## src/rtl/bcd_pkg.sv

```systemverilog
// Shared types and constants for the sequential BCD-to-binary converter.
// Holds the FSM state encoding, digit thresholds and the width helper that
// the top module uses to reject an undersized binary output at elaboration.
package bcd_pkg;

    typedef enum logic [1:0] {
        IDLE = 2'd0,
        CONV = 2'd1,
        DONE = 2'd2
    } state_t;

    // Largest legal BCD digit value.
    localparam logic [3:0] DIGIT_MAX  = 4'd9;
    // Digits at or above this value get 3 subtracted after each right shift.
    localparam logic [3:0] ADJ_THRESH = 4'd8;

    // Smallest binary width w with 2^w > 10^digits - 1.
    function automatic int bcd2bin_min_width(input int digits);
        longint unsigned max_val;
        int              w;
        max_val = 64'd1;
        for (int i = 0; i < digits; i++) begin
            max_val = max_val * 64'd10;
        end
        max_val = max_val - 64'd1;
        w = 0;
        for (int i = 0; i < 64; i++) begin
            if ((64'd1 << w) <= max_val) begin
                w = w + 1;
            end
        end
        return w;
    endfunction

endpackage

```

## src/rtl/bcd_digit_adj.sv

```systemverilog
// Purpose: one-digit correction step of reverse double-dabble (>=8 -> minus 3).
// Latency: combinational, zero cycles.
// Backpressure: none; pure function of dig_in.
// Ports: dig_in  - 4-bit digit after the right shift
//        dig_out - corrected digit (unsigned 4-bit, no borrow out)
module bcd_digit_adj
    import bcd_pkg::*;
(
    input  logic [3:0] dig_in,
    output logic [3:0] dig_out
);

    always_comb begin
        dig_out = dig_in;
        if (dig_in >= ADJ_THRESH) begin
            dig_out = dig_in - 4'd3;
        end
    end

endmodule

```

## src/rtl/bcd2bin_seq.sv

```systemverilog
// Purpose: sequential BCD-to-binary converter, reverse double-dabble (shift right, subtract 3).
// Latency: start accepted at edge N -> done pulses in the cycle after edge N+BIN_W+1.
// Backpressure: start/busy/done handshake; start is ignored unless IDLE, nothing is queued.
// Ports: clk, rst_n (async active-low); start + bcd_in (digit 0 in [3:0]) request a
//        conversion; busy covers load through the shift phase; done is a one-cycle
//        pulse with bin_out/err valid; bin_out/err hold until the next DONE.
// Optional: define BCD2BIN_DIGIT_CHECK_EN to flag digits >9 via err (bin_out forced to 0,
//        shift phase skipped, done two edges after the accept).
module bcd2bin_seq
    import bcd_pkg::*;
#(
    parameter int DIGITS = 3,
    parameter int BIN_W  = 10
) (
    input  logic                  clk,
    input  logic                  rst_n,
    input  logic                  start,
    input  logic [4*DIGITS-1:0]   bcd_in,
    output logic                  busy,
    output logic                  done,
    output logic [BIN_W-1:0]      bin_out,
    output logic                  err
);

    localparam int BCD_W = 4 * DIGITS;
    localparam int SR_W  = BCD_W + BIN_W;
    localparam int CNT_W = (BIN_W > 1) ? $clog2(BIN_W) : 1;
    localparam logic [CNT_W-1:0] CNT_LAST = CNT_W'(BIN_W - 1);

    // Refuse to build if bin_out cannot hold the largest BCD input.
    if (BIN_W < bcd2bin_min_width(DIGITS)) begin : g_width_check
        $error("bcd2bin_seq: BIN_W too small for DIGITS");
    end

    state_t             state_q,   state_d;
    logic [SR_W-1:0]    sr_q,      sr_d;
    logic [CNT_W-1:0]   cnt_q,     cnt_d;
    logic               busy_q,    busy_d;
    logic               done_q,    done_d;
    logic [BIN_W-1:0]   bin_out_q, bin_out_d;
    logic               err_q,     err_d;
    // Invalid-digit latch captured at accept; err_q only follows it on DONE.
    logic               dig_err_q, dig_err_d;

    logic               in_bad;
    logic [SR_W-1:0]    sr_shift;
    logic [BCD_W-1:0]   bcd_adj;

`ifdef BCD2BIN_DIGIT_CHECK_EN
    always_comb begin
        in_bad = 1'b0;
        for (int i = 0; i < DIGITS; i++) begin
            if (bcd_in[4*i +: 4] > DIGIT_MAX) begin
                in_bad = 1'b1;
            end
        end
    end
`else
    assign in_bad = 1'b0;
`endif

    assign sr_shift = sr_q >> 1;

    for (genvar g = 0; g < DIGITS; g++) begin : g_adj
        bcd_digit_adj u_adj (
            .dig_in  (sr_shift[BIN_W + 4*g +: 4]),
            .dig_out (bcd_adj[4*g +: 4])
        );
    end

    always_comb begin
        state_d   = state_q;
        sr_d      = sr_q;
        cnt_d     = cnt_q;
        busy_d    = busy_q;
        done_d    = 1'b0;
        bin_out_d = bin_out_q;
        err_d     = err_q;
        dig_err_d = dig_err_q;

        case (state_q)
            IDLE: begin
                if (start) begin
                    sr_d      = {bcd_in, {BIN_W{1'b0}}};
                    cnt_d     = '0;
                    busy_d    = 1'b1;
                    dig_err_d = in_bad;
                    state_d   = CONV;
                end
            end
            CONV: begin
                if (dig_err_q) begin
                    busy_d  = 1'b0;
                    state_d = DONE;
                end else begin
                    sr_d = {bcd_adj, sr_shift[BIN_W-1:0]};
                    // cnt_q counts shifts already done; this cycle does shift cnt_q+1,
                    // so the BIN_W-th shift happens while cnt_q == BIN_W-1.
                    if (cnt_q == CNT_LAST) begin
                        cnt_d   = '0;
                        busy_d  = 1'b0;
                        state_d = DONE;
                    end else begin
                        cnt_d = cnt_q + 1'b1;
                    end
                end
            end
            DONE: begin
                done_d    = 1'b1;
                bin_out_d = dig_err_q ? {BIN_W{1'b0}} : sr_q[BIN_W-1:0];
                err_d     = dig_err_q;
                state_d   = IDLE;
            end
            default: begin
                busy_d  = 1'b0;
                state_d = IDLE;
            end
        endcase
    end

    always_ff @(posedge clk or negedge rst_n) begin
        if (!rst_n) begin
            state_q   <= IDLE;
            sr_q      <= '0;
            cnt_q     <= '0;
            busy_q    <= 1'b0;
            done_q    <= 1'b0;
            bin_out_q <= '0;
            err_q     <= 1'b0;
            dig_err_q <= 1'b0;
        end else begin
            state_q   <= state_d;
            sr_q      <= sr_d;
            cnt_q     <= cnt_d;
            busy_q    <= busy_d;
            done_q    <= done_d;
            bin_out_q <= bin_out_d;
            err_q     <= err_d;
            dig_err_q <= dig_err_d;
        end
    end

    assign busy    = busy_q;
    assign done    = done_q;
    assign bin_out = bin_out_q;
    assign err     = err_q;

endmodule

```

## config.mk

```make
export PLATFORM = sky130hd
export DESIGN_NAME = bcd2bin_seq
export DESIGN_NICKNAME = d
export VERILOG_FILES = /design/src/rtl/bcd_pkg.sv /design/src/rtl/bcd_digit_adj.sv /design/src/rtl/bcd2bin_seq.sv
export SDC_FILE = /design/constraint.sdc
export NUM_CORES = 1
export LEC_CHECK = 0
export BUFFER_PORTS_ARGS = -buffer_cell sky130_fd_sc_hd__buf_2
export CORE_MARGIN = 5
export CORE_UTILIZATION = 45
export DETAILED_ROUTE_END_ITERATION = 10
export HOLD_SLACK_MARGIN = 0.03
export PLACE_DENSITY = 0.66
export SETUP_SLACK_MARGIN = 0.5
export SYNTH_ARGS = -nofsm -noshare
export SYNTH_HDL_FRONTEND = slang
export SYNTH_HIERARCHICAL = 1
export SYNTH_SLANG_ARGS = --single-unit
```

## constraint.sdc

```tcl
create_clock -name clk -period 1.6 [get_ports clk]
set_input_delay 0.32 -clock clk [delete_from_list [all_inputs] [get_ports clk]]
set_output_delay 0.32 -clock clk [all_outputs]
set_load 0.03 [all_outputs]
```

# Word level (Yosys, flattened, before mapping)
# Cells that the tools add are included.
word_totals:
  register_bits: 40
  inputBits: 15
  output_inout_bits: 13
  wordCells: 39
op_classes:
  n_addsub: 4
  n_lt_le_gt_ge: 3
  n_eq_ne: 5
  muxes: 15
  n_bitwise: 1
  reduce_logical: 5
op_table:
  columns: ["op", "count"]
  rows:
  - ["$pmux W22 S2", 1]
  - ["$mux W22", 1]
  - ["$mux W4", 5]
  - ["$ge A4 B4 Y1 const B", 2]
  - ["$pmux W4 S2", 1]
  - ["$sub A4 B2 Y4 const B", 2]
  - ["$add A4 B1 Y4 const B", 1]
  - ["$eq A4 B4 Y1 const B", 1]
  - ["$ge A3 B4 Y1 const B", 1]
  - ["$mux W2", 2]
  - ["$ne A2 B2 Y1 const B", 2]
  - ["$pmux W2 S2", 1]
  - ["$reduce_and A2 Y1", 2]
  - ["$sub A3 B2 Y4 const B", 1]
  - ["$mux W1", 3]
  - ["$pmux W1 S3", 1]
  - ["$reduce_and A3 Y1", 1]
  - ["$eq A2 B1 Y1 const B", 1]
  - ["$eq A2 B2 Y1 const B", 1]
  - ["$logic_not A2 Y1", 1]
  - ["$reduce_bool A2 Y1", 1]
  - ["$not A1 Y1", 1]

# Logic depth before layout (Yosys ltp)
# Gate-level depths: netlist of run 1.
logic_depth:
  depth_word: 3
  depth_mapped: 6
  ltp_nobuf: 6

# Hierarchy
# Netlist of run 1, hierarchy kept.
by_module_without_submodules:
  columns: ["module", "n_inst", "cells_per_inst", "area_each_um2", "seq_area_each_um2"]
  rows:
  - ["bcd2bin_seq", 1, 134, 1677.9, 1001.0]
  - ["bcd_digit_adj", 3, 11, 76.3, 0.0]

# Worst setup path after synthesis of run 1
# OpenSTA, ideal clock, no wires.
synth_path:
  path_kind: "reg2reg"
  start: "register sr_q[11]"
  end: "register sr_q[12]"
  setup_time_ns: 0.134
  t_arrival_ns: 1.029
  setup_slack_ns: 0.437
  path_stages_with_launch: 6
  path_buffers: 0
  path_cell_list: "dfrtp_1 > ha_1 > nand2b_1 > xnor2_1 > mux2i_1 > o21ai_0"
synth_between:
  elab_chain_cells: 3
synth_rtl:
  columns: ["item", "line", "rtl"]
  rows:
  - ["start, declared", "bcd2bin_seq.sv:36", "logic [SR_W-1:0] sr_q, sr_d;"]
  - ["start signal, assigned", "bcd2bin_seq.sv:133", "sr_q <= sr_d;"]
  - ["$sub A4 B2 Y4 or $ge A4 B4 Y1 (tied branches)", "bcd_digit_adj.sv:16, bcd_digit_adj.sv:15", null]
  - ["$mux W4 *", "bcd_digit_adj.sv:15", "if (dig_in >= ADJ_THRESH) begin"]
  - ["via bcd_adj[2]", "bcd2bin_seq.sv:47", "logic [BCD_W-1:0] bcd_adj;"]
  - ["$pmux W22 S2 *", "bcd2bin_seq.sv:81", "case (state_q)"]
# Mark *: on every way through the listed nets, which the timed path passes. The rest lies on a longest branch.
# A chain may end at the register's enable or synchronous reset.

# Final worst setup path of run 1
layout_path:
  start: "register state_q[0]"
  end: "register sr_q[7]"
layout_between:
  elab_chain_cells: 3
layout_rtl:
  columns: ["item", "line", "rtl"]
  rows:
  - ["start, declared", "bcd2bin_seq.sv:35", "state_t state_q, state_d;"]
  - ["start signal, assigned", "bcd2bin_seq.sv:132", "state_q <= state_d;"]
  - ["$eq A2 B1 Y1 or $logic_not A2 Y1 (tied branches)", "bcd2bin_seq.sv:81", null]
  - ["$reduce_bool A2 Y1 (no source line) or $ne A2 B2 Y1 (tied branches)", null, null]
  - ["$reduce_and A2 Y1 (no source line)", null, null]
# Parallel ways exist; a longest one is shown, timed or not.

==> results.py, run 1 <==
metrics = {
    "setup_path": {
        "cp_max_fo": 6,
        "cp_slowest_cell": "dfrtp_2",
        "crit_arrival_ns": 1.46,
        "rr_worst_depth": 5,
        "crit_start": "state_q[0]$_DFFE_PN0P_",
        "criticalPathCategory": "reg -> reg",
        "cp_num_cells": 5,
        "worst_r2r_endpoint": "sr_q[7]$_DFFE_PN0P_",
        "end_kind": "register",
        "start_kind": "register",
        "slowest_delay_ns": 0.44,
        "critPathBufInv": 3,
        "critPathTopFamily": "flip-flops",
        "crit_path_cell_trace": "nor2b_4 -> buf_12 -> buf_6 -> buf_16 -> a22o_1",
        "ff2ff_setup_slack_ns": 0.33,
        "crit_path_end": "sr_q[7]$_DFFE_PN0P_",
        "critical_path_required_ns": 1.79,
        "r2r_start": "state_q[0]$_DFFE_PN0P_",
    },
    "cells_and_area": {
        "fin_area_mm2": 0.00257,
        "layout_common_cells": "dfrtp_1, nand2_1, buf_4, buf_6, buf_2",
        "drive_above_1_share_pct": 36.0,
        "antenna_cells": 0,
        "area_delta_synth_final_pct": 34.6,
        "layout_commonest_cell": "dfrtp_1",
        "fin_nets": 244,
        "finish.utilization_pct": 63.3,
    },
    "floorplanning": {
        "start_util_pct": 47.0,
        "core_mm2": 0.00406,
        "io_pins": 28,
        "die_y_um": 75.1,
        "rows": 23,
        "die_w_um": 75.1,
        "die_area_mm2": 0.00564,
    },
    "timing": {
        "setup_ws_ns": 0.328,
        "hold_violations": 0,
        "setup_viol": 0,
        "slew_viol_final": 0,
        "rsz0062_at_grt": "true",
        "tns_ns": 0,
        "max_freq_mhz": 786,
        "fin_skew_ns": 0.00476,
        "fin_crit_sh_pct": 79.5,
        "worst_hold_slack_ns": 0.0625,
        "finalCriticalPeriod_ns": 1.27,
    },
    "min_path": {
        "hold_class": "in -> async",
    },
    "yosys": {
        "ys_seq_area_share_pct": 52.5,
        "avgSynthCellArea_um2": 11.4,
        "synthCells": 167,
        "ys_ff_latch": 40,
        "yosys_warnings": 6,
        "syn_area_mm2": 0.00191,
        "synth_cell_type_count": 28,
    },
    "clock_tree": {
        "ctsHoldBuffers": 0,
        "cts.sinks": 40,
        "cts.htree.levels": 2,
        "clk_pin_slew_worst_paths_ns": 0.08,
        "cts_buffers": 5,
        "cts_buffer_depth": 2,
        "cts_tree": "done",
        "cts_root_buf": "clkbuf_8",
        "insertion_delay_ns": 0.29,
    },
    "place": {
        "pre_cts_ws_ns": 0.197,
        "numPortBuffers": 26,
        "placed_area_mm2": 0.00210,
        "dpl.hpwl_um": 2340,
        "globalplace.congestion": 0.817,
    },
    "global_route": {
        "grt_start_max_net_pins": 41,
        "grt_use_total_pct": 15.6,
        "antenna_found_initial": 0,
        "grt_first_pass_wirelength_um": 6510,
        "overflow": 0,
        "first_global_vias": 1422,
    },
    "detailed_routing": {
        "drt-initial-drc-count": 127,
        "viasPerCell": 4.99,
        "antenna_left": 0,
        "vias": 1356,
        "routedWlPerCell_um": 14.0,
        "drt_pass1_iterations": 4,
        "postRouteWirelength_um": 3810,
        "drc": 0,
    },
    "power_and_ir_drop": {
        "power_density_mw_per_mm2": 2060,
        "vdd_drop_max_uv": 700,
        "p_leak_nw": 1.32,
    },
    "run": {
        "drv_cap": 0,
    },
    "run_status": {
        "status": "finished clean",
    },
}
==> worst min-delay path by stage <==
| stage | end | slack (ns) | cells past startpoint |
|---|---|---|---|
| 2_1_floorplan | bin_out[0]$_DFFE_PN0P_ | 0.02 | 0 |
| 3_3_place_gp | busy$_DFFE_PN0P_ | 0.40 | 2 |
| 3_5_place_dp | bin_out[6]$_DFFE_PN0P_ | 0.41 | 2 |
| 4_1_cts | bin_out[6]$_DFFE_PN0P_ | 0.09 | 2 |
| 5_1_grt | bin_out[6]$_DFFE_PN0P_ | 0.10 | 2 |
| 6_report | sr_q[6]$_DFFE_PN0P_ | 0.06 | 2 |
==> state kept, by name, indices dropped and copies added (netlist names) <==
| signal | cells |
|---|---|
| state_q | 2 |
| bin_out | 10 |
| done | 1 |
| busy | 1 |
| cnt_q | 4 |
| sr_q | 22 |
==> stage by stage <==
step | power, mW | instances
after global routing | 5.72 | 272
after global placement | 3.56 | 242
after CTS | 5.14 | 264
final | 5.29 | 272
after detailed placement | 3.68 | 242
after floorplan | 3.27 | 172
==> cell usage after synthesis <==
cell | n | area share (%)
dfrtp_1 | 40 | 52
nand2_1 | 20 | 3.9
o21ai_0 | 13 | 3.4
mux2i_1 | 12 | 6.3
a22o_1 | 10 | 4.6
mux2_2 | 10 | 5.9
inv_1 | 9 | 1.8
ha_1 | 8 | 5.2
o21ai_1 | 6 | 1.6
nand2b_1 | 5 | 1.6
a21oi_1 | 4 | 1.0
buf_2 | 4 | 1.0
nor2b_1 | 4 | 1.3
xnor2_1 | 4 | 1.8
xor2_1 | 3 | 1.4
buf_4 | 2 | 0.79
o21bai_1 | 2 | 0.79
a21o_1 | 1 | 0.39
a32o_1 | 1 | 0.52
buf_12 | 1 | 1.0
buf_6 | 1 | 0.59
clkbuf_1 | 1 | 0.20
conb_1 | 1 | 0.20
nand4b_1 | 1 | 0.46
nor2_1 | 1 | 0.20
nor2b_2 | 1 | 0.46
nor3b_1 | 1 | 0.39
o21ai_2 | 1 | 0.46
==> layout make-up <==
class	count	area, um2
inverter	9	33.8
multi-input combinational	114	877
clock inverter	2	35.0
timing repair buffer	51	482
fill	314	1490
tap	50	62.6
sequential	40	1000
clock buffer	6	72.6
==> what timing repair did <==
action,in CTS,in global routing
setup endpoints to repair,52,51
cloned,2,0
setup buffers,12,8
pin swaps,4,3
resized for setup,38,6
==> kinds of logic after synthesis <==
logic type,count (synthesis),share of synthesized area [%]
other cells,1,0.197
flops,40,52.5
compound gates,38,12.8
mux,22,12.2
xor+xnor,7,3.22
buf+inv,18,5.45
simple gates,33,8.40
fa+ha+maj,8,5.25
==> power breakdown <==
part	internal, mW	switching [mW]	total, mW
clock network	0.463	0.341	0.804
logic	1.48	1.16	2.65
registers	1.44	0.403	1.84
==> per-layer routing <==
layer	part of all wire [%]	wire, um	vias up	track usage (%)
met3	5.3	202	8	5.07
met5	0	0	-	0
met4	1.9	74	0	8.30
li1	-	-	668	-
met2	50	1900	32	25.6
met1	43	1640	648	17.9
Note: power is estimated with default switching activity, not from simulation.
==> run 2: changes to the inputs <==
==> constraint.sdc (replaced) <==
create_clock -name clk -period 1.3 [get_ports clk]
set_input_delay 0.26 -clock clk [delete_from_list [all_inputs] [get_ports clk]]
set_output_delay 0.26 -clock clk [all_outputs]
set_load 0.03 [all_outputs]
==> run 2 against run 1 <==
  * The flow now finishes with violations (hold timing)
  * Clock skew is 0.00085 ns lower
  * Sequential cell count unchanged
  * Core utilization increased by 1.9 points
  * Via count is 2.8% higher
  * Critical endpoint is now sr_q[16]$_DFFE_PN0P_
  * Largest cell class unchanged
==> results.py, run 2 (synthesis results as in run 1) <==
metrics = {
    "run_status": {
        "status": "complete, but fails checks",
        "violations": "hold timing",
    },
    "power_and_ir_drop": {
        "vdd_drop_max_uv": 1010,
        "power.total_mw": 6.34,
        "power_density_mw_per_mm2": 2400,
        "p_leak_nw": 1.39,
    },
    "cells_and_area": {
        "layout_commonest_cell": "dfrtp_1",
        "drive_above_1_share_pct": 40.1,
        "area_delta_synth_final_pct": 38.6,
        "fin_nets": 249,
        "layout_common_cells": "dfrtp_1, buf_4, nand2_1, o21ai_1, buf_6",
        "largest-register": "sr_q",
        "antenna_cells": 0,
        "largest_reg_flops": 22,
    },
    "setup_path": {
        "crit_start": "sr_q[15]$_DFFE_PN0P_",
        "crit_arrival_ns": 1.40,
        "cp_max_fo": 4,
        "r2r_start": "sr_q[15]$_DFFE_PN0P_",
        "end_kind": "register",
        "critical_path_required_ns": 1.48,
        "start_kind": "register",
        "criticalPathCategory": "reg -> reg",
    },
    "global_route": {
        "met3_usage_pct": 5.21,
        "overflow": 0,
        "grt_start_max_net_pins": 18,
        "use_met2_pct": 27.1,
        "grt_first_pass_wirelength_um": 6540,
        "use_met1_pct": 17.6,
        "first_global_vias": 1460,
        "grt_busiest_layer": "met2",
        "antenna_found_initial": 0,
        "grt_use_total_pct": 15.5,
    },
    "detailed_routing": {
        "drt_pass1_iterations": 4,
        "postRouteWirelength_um": 3970,
        "antenna_left": 0,
        "drt-initial-drc-count": 39,
        "routedWlPerCell_um": 14.3,
        "vias": 1394,
        "drc": 0,
        "viasPerCell": 5.03,
    },
    "floorplanning": {
        "io_pins": 28,
        "rows": 23,
        "die_y_um": 75.1,
        "die_w_um": 75.1,
        "start_util_pct": 47.0,
        "die_area_mm2": 0.00564,
        "core_mm2": 0.00406,
    },
    "clock_tree": {
        "clk_pin_slew_worst_paths_ns": 0.07,
        "cts_root_buf": "clkbuf_8",
        "cts.sinks": 40,
        "cts_tree": "done",
        "cts.htree.levels": 2,
        "insertion_delay_ns": 0.29,
        "cts_buffers": 5,
        "cts_buffer_depth": 2,
    },
    "timing": {
        "max_freq_mhz": 824,
        "tns_ns": 0,
        "hold_violations": 15,
        "worst_hold_slack_ns": -0.116,
        "fin_skew_ns": 0.00391,
        "finalCriticalPeriod_ns": 1.21,
        "rsz0062_at_grt": "true",
        "slew_viol_final": 0,
        "fin_crit_sh_pct": 93.3,
        "setup_viol": 0,
    },
    "place": {
        "globalplace.congestion": 0.798,
        "dpl.hpwl_um": 2590,
        "numPortBuffers": 26,
    },
    "run": {
        "drv_cap": 0,
    },
    "min_path": {
        "hold_class": "in -> async",
    },
}
-- run 2: cell count changes in the layout (fill, tap and decap cells not counted), sizes merged --
| cell | delta |
|---|---|
| clkinv | +1 |
| clkbuf | +1 |
| buf | +4 |
| bufinv | -1 |
-- run 2: routing by layer --
metal  vias to the layer above  wire length, um
li1                        677                -
met1                       685             1550
met2                        26             2160
met3                         6              209
met4                         0               52
met5                         -                0
-- run 2: worst max-delay path, stage by stage (launching register included) --
cell      delay [ns]
dfrtp_1         0.41
ha_2            0.19
nand2b_4        0.13
xnor2_1         0.13
mux2i_1         0.17
o21ai_1         0.08
-- run 2: cell type report --
cell class / count / area [um2]
sequential: 40 / 1000
tap: 50 / 62.6
timing repair buffer: 56 / 504
multi-input combinational: 114 / 947
fill: 303 / 1420
inverter: 9 / 33.8
clock inverter: 2 / 10.0
clock buffer: 6 / 82.6
-- run 2: path summary, 6_finish.rpt --
kind                            slack [ns]                     end  cells after the start
worst min register to register        0.49    sr_q[10]$_DFFE_PN0P_                      2
worst max-delay path                  0.09    sr_q[16]$_DFFE_PN0P_                      5
min in group clk                      0.24    sr_q[18]$_DFFE_PN0P_                      3
max in group asynchronous             0.95  state_q[1]$_DFFE_PN0P_                      2
worst max register to register        0.09    sr_q[16]$_DFFE_PN0P_                      5
worst min-delay path                 -0.12  bin_out[3]$_DFFE_PN0P_                      1
-- run 2: timing repair --
action | CTS | global route
gates cloned | 0 | 1
pin swaps | 4 | 2
hold endpoints to repair | 15 | 15
setup endpoints to repair | 52 | 52
gates resized for setup | 42 | 17
setup buffers | 15 | 5
-- run 2: power breakdown --
group	total [mW]	leakage, nW	internal [mW]	switching (mW)
clock network	0.841	0.0510	0.423	0.417
registers	2.28	0.510	1.76	0.516
logic	3.22	0.828	1.78	1.43
-- run 2: per-stage QoR --
step | worst slack (ns) | area [um2] | instances | utilization [%] | hold slack [ns]
finish | 0.0871 | 2640 | 277 | 65.1 | -0.116
global route | 0.0284 | 2640 | 277 | 65.1 | -0.0974
CTS | 0.0819 | 2520 | 271 | 62.0 | -0.109
detailed placement | 0.0359 | 2160 | 248 | 53.3 | 0.210
global placement | 0.0914 | 2160 | 248 | 53.3 | 0.200
floorplan | 0.137 | 1950 | 172 | - | -0.0356
